### config.mk
export PLATFORM = sky130hd
export DESIGN_NAME = flow_window_sum
export DESIGN_NICKNAME = d
export VERILOG_FILES = /design/src/rtl/flow_window_sum.sv
export SDC_FILE = /design/constraint.sdc
export NUM_CORES = 1
export LEC_CHECK = 0
export CORE_MARGIN = 2
export CORE_UTILIZATION = 59
export CTS_BUF_LIST = sky130_fd_sc_hd__clkbuf_16
export CTS_CLUSTER_DIAMETER = 100
export CTS_CLUSTER_SIZE = 24
export DETAILED_ROUTE_END_ITERATION = 10
export PLACE_DENSITY_LB_ADDON = 0.05
export SYNTH_ARGS = -nofsm -noshare
export SYNTH_HDL_FRONTEND = slang
export SYNTH_SLANG_ARGS = --single-unit
### constraint.sdc
create_clock -name clk -period 9.77 [get_ports clk]
set_clock_uncertainty 0.2 [all_clocks]
set_input_delay 2.4425 -clock clk [delete_from_list [all_inputs] [get_ports clk]]
set_output_delay 2.4425 -clock clk [all_outputs]
set_load 0.02 [all_outputs]
### src/rtl/flow_window_sum.sv
// ---------------------------------------------------------------------------
// flow_window_sum
//   Sliding-window accumulator for the FlowDSL dataflow fabric. It keeps the
//   last DEPTH accepted samples in a register delay line and a running sum
//   that adds the newest sample and drops the oldest. The sum wraps modulo
//   2^WIDTH.
//
// Ports
//   clk        : rising-edge clock
//   reset_n    : synchronous reset, active-low (overrides everything)
//   in_valid   : in0 carries a sample this cycle
//   in0        : sample data (unsigned, WIDTH bits)
//   clear      : synchronous flush of the window state (below reset)
//   out0       : registered window sum (partial sums while filling)
//   out_valid  : one-cycle pulse per accepted sample once the window is full
//   fill_count : samples currently in the window, saturates at DEPTH
// ---------------------------------------------------------------------------
module flow_window_sum #(
  parameter int WIDTH = 32,
  parameter int DEPTH = 6,
  parameter int CW    = $clog2(DEPTH + 1)
) (
  input  logic             clk,
  input  logic             reset_n,
  input  logic             in_valid,
  input  logic [WIDTH-1:0] in0,
  input  logic             clear,
  output logic [WIDTH-1:0] out0,
  output logic             out_valid,
  output logic [CW-1:0]    fill_count
);

  logic [WIDTH-1:0] dly_p1 [DEPTH];
  logic [WIDTH-1:0] acc_p1;
  logic [CW-1:0]    fill_p1;
  logic             vld_p1;

  // The dropped entry was always added earlier (empty slots hold 0), so a
  // plain wrapping add/subtract keeps the sum exact modulo 2^WIDTH.
  function automatic logic [WIDTH-1:0] window_next(
    input logic [WIDTH-1:0] acc,
    input logic [WIDTH-1:0] add,
    input logic [WIDTH-1:0] drop
  );
    return acc + add - drop;
  endfunction

  function automatic logic [CW-1:0] fill_next(input logic [CW-1:0] fill);
    return (fill == CW'(DEPTH)) ? fill : fill + CW'(1);
  endfunction

  // Stage p0 -> p1: accept sample, shift delay line, update sum and fill.
  // The window advances per accepted sample only; bubbles hold all state.
  always_ff @(posedge clk) begin
    if (!reset_n || clear) begin
      for (int k = 0; k < DEPTH; k++) begin
        dly_p1[k] <= '0;
      end
      acc_p1  <= '0;
      fill_p1 <= '0;
      vld_p1  <= 1'b0;
    end else if (in_valid) begin
      dly_p1[0] <= in0;
      for (int k = 1; k < DEPTH; k++) begin
        dly_p1[k] <= dly_p1[k-1];
      end
      acc_p1  <= window_next(acc_p1, in0, dly_p1[DEPTH-1]);
      fill_p1 <= fill_next(fill_p1);
      vld_p1  <= (fill_next(fill_p1) == CW'(DEPTH));
    end else begin
      vld_p1 <= 1'b0;
    end
  end

  assign out0       = acc_p1;
  assign out_valid  = vld_p1;
  assign fill_count = fill_p1;

endmodule

==> flow_metrics.env <==
export IMPL_yosysUniqueCellTypes=56
export IMPL_syn_avg_cell_area_sq_um=11.8
export IMPL_crit_path_start="in0[8]"
export IMPL_ys_dominant_reg_cell="edfxtp_1"
export IMPL_synth_edff_count=192
export IMPL_antenna_found_initial=0
export IMPL_slew_headroom=0.324
export IMPL_cp_max_fo=5
export IMPL_path_class="input pin to flip-flop"
export IMPL_fin_crit_sh=0.561
export IMPL_ys_top_cells_by_area="edfxtp_1 52%, and3_1 9.6%, dfxtp_1 6.5%"
export IMPL_post_drt_wl_per_cell_um=18.9
export IMPL_nFillCells=1352
export IMPL_rows=49
export IMPL_swShare=0.299
export IMPL_avgViaCountPerCell=5.68
export IMPL_yosysTopAreaCell="edfxtp_1"
export IMPL_clk_pin_slew_ns=0.09
export IMPL_synth_top_cell_area_share=0.523
export IMPL_r2r_start="out0[1]"
export IMPL_fp_dieArea_sq_mm=0.0198
export IMPL_core_sq_mm=0.0181
export IMPL_combPwrFrac=0.260
export IMPL_fmax_ghz=0.182
export IMPL_die_x_um=141
export IMPL_start_util=0.607
export IMPL_grt_pass1_vias=6565
export IMPL_wl_um=22700
export IMPL_cts_buffers=14
export IMPL_cp_end_kind="flip-flop"
export IMPL_setup_viol=0
export IMPL_synthToLayoutAreaGrowth_pct=11.5
export IMPL_nets=1064
export IMPL_finalMaxSlewViolations=0
export IMPL_critPathLaunchType="input pin"
export IMPL_drtIter0Drc=558
export IMPL_worstPathRequired_ns=9.90
export IMPL_cts_resized=0
export IMPL_drive_above_1_share=0.0433
export IMPL_critPathArrivalTime_ns=5.61
export IMPL_htreeDepth=1
export IMPL_min_delay_start="out0[31]"
export IMPL_post_route_min_period_ns=5.48
export IMPL_design_area_sq_mm=0.0123
export IMPL_clock_sinks=228
export IMPL_yosys_register_bits=228
export IMPL_pwr_share_seq=0.481
export IMPL_p_clk_frac=0.259
export IMPL_min_path_type="flip-flop to flip-flop"
export IMPL_io_pins=72
export IMPL_peakVddDrop_mv=0.148
export IMPL_tightest_slew_ns=1.01
export IMPL_synth_fp_nets=1031
export IMPL_grt_max_degree=140
export IMPL_hold_viol_final=0
export IMPL_yosysWarnings=0
export IMPL_cts_setup_buffers=0
export IMPL_drcViolationCount=0
export IMPL_synthesis_area_sq_mm=0.0110
export IMPL_setup_tns_ns=0
export IMPL_rsz0062_at_grt="false"
export IMPL_clk_latency_ns=0.48
export IMPL_grt_usage=0.234
export IMPL_seq_area_frac_synth=0.589
export IMPL_grt_overflow=0
export IMPL_hpwl_um=15200
export IMPL_p_switching_mw=0.700
export IMPL_die_height_um=141
export IMPL_tritoncts="yes"
export IMPL_vias=6816
export IMPL_io_buffers=71
export IMPL_p_int_mw=1.64
export IMPL_detail_route_antenna_nets=0
export IMPL_status="completed"
export IMPL_dr_pass1_iters=5
export IMPL_cts_root_buf="clkbuf_16"
export IMPL_clock_path_buffers=3
export IMPL_leakagePower_nw=5.77
export IMPL_place_congestion=0.988
export IMPL_grt_pass1_wl_um=36000
export IMPL_cts_hold_buf=0
export IMPL_async_flop_share=0
export IMPL_p_per_area_mw_per_mm2=191
export IMPL_placed_area_sq_mm=0.0118
export IMPL_synthCells=930
export IMPL_drv_cap=0
export IMPL_diodes=0
==> state kept, by name (all words and copies together) (netlist names) <==
signal      flops
dly_p1        192
out0           32
fill_count      3
out_valid       1
==> worst max-delay path: stages <==
cell and delay (ns):
clkdlybuf4s50_1 0.45, inv_1 0.06, fa_1 0.54, inv_1 0.04, ha_1 0.35, a21oi_1 0.14, o21ai_0 0.18, a2111o_1 0.42
o21ai_1 0.31, o31a_2 0.25, o21ai_2 0.10, xnor2_1 0.20, o22ai_1 0.10
==> synthesized netlist by cell type, types with 7 or more instances <==
cell type and count:
edfxtp_1 192, and3_1 169, inv_1 130, clkbuf_1 52, nor2_1 41, dfxtp_1 36, ha_1 34, a21oi_1 32
fa_1 31, nand2_1 31, o21ai_0 20, o22ai_1 20, a21o_1 18, xnor2_1 16, xor2_1 11, nand4_1 9
nand3_1 7, o21bai_1 7
==> metal layers <==
metal | vias to the layer above | track usage | share of wire
met5 | - | 0 | 0
met4 | 0 | 0.0537 | 0.015
met3 | 26 | 0.0323 | 0.051
met2 | 188 | 0.310 | 0.41
met1 | 3271 | 0.405 | 0.52
li1 | 3331 | - | -
==> power groups by stage <==
stage          Clock [mW]  Sequential [mW]  Combinational [mW]
3_3_place_gp            0             1.14               0.590
5_1_grt             0.654             1.13               0.674
2_1_floorplan           0             1.17               0.423
4_1_cts             0.616             1.13               0.602
3_5_place_dp            0             1.15               0.598
6_report            0.605             1.13               0.610
==> worst paths after layout <==
kind,to,slack [ns],cells past startpoint
hold / removal,out0[31],0.29,2
setup reg to reg,out0[27],6.36,12
hold reg to reg,out0[31],0.29,2
setup / recovery,out0[27],4.29,13
==> cell usage in the layout, fill, tap and decap left out, types with 7 or more instances in the layout <==
cell               n
nor2_1            41
fa_1              31
o22ai_1           20
and3_1           169
ha_1              34
edfxtp_1         192
nand2_1           30
inv_1            135
clkbuf_16         15
a21oi_1           32
nand4_1            9
o21ai_0           20
xor2_1            11
dfxtp_1           36
a21o_1            18
nand3_1            7
clkdlybuf4s50_1   70
o21bai_1           7
xnor2_1           16
==> cell families after synthesis <==
| family | after synthesis | synth area share |
|---|---|---|
| and+or+nand+nor | 281 | 0.143 |
| DFF | 228 | 0.589 |
| buffers and inverters | 189 | 0.0649 |
| AOI/OAI and AO/OA | 138 | 0.0849 |
| adders and majority gates | 65 | 0.0949 |
| xor gates and xnor gates | 27 | 0.0215 |
| muxes | 2 | 0.00193 |
==> stage by stage <==
stage          instances   util  power, mW  worst slack, ns  hold slack, ns
2_1_floorplan        930      -       1.59            0.555           0.328
3_3_place_gp        1176  0.653       1.74             3.90           0.287
3_5_place_dp        1176  0.653       1.75             3.86           0.278
4_1_cts             1200  0.677       2.34             4.33           0.297
5_1_grt             1200  0.677       2.46             4.12           0.315
6_report            1200  0.677       2.34             4.29           0.289
==> final cells by class <==
type	count	area [sq um]	share of cell area
timing repair buffer	76	746	0.0607
clock inverter	9	66.3	0.00540
multi-input combinational	513	3830	0.312
sequential	228	6490	0.528
tap	229	287	0.0233
clock buffer	15	375	0.0306
inverter	130	495	0.0403
(Power assumes the default switching activity.)
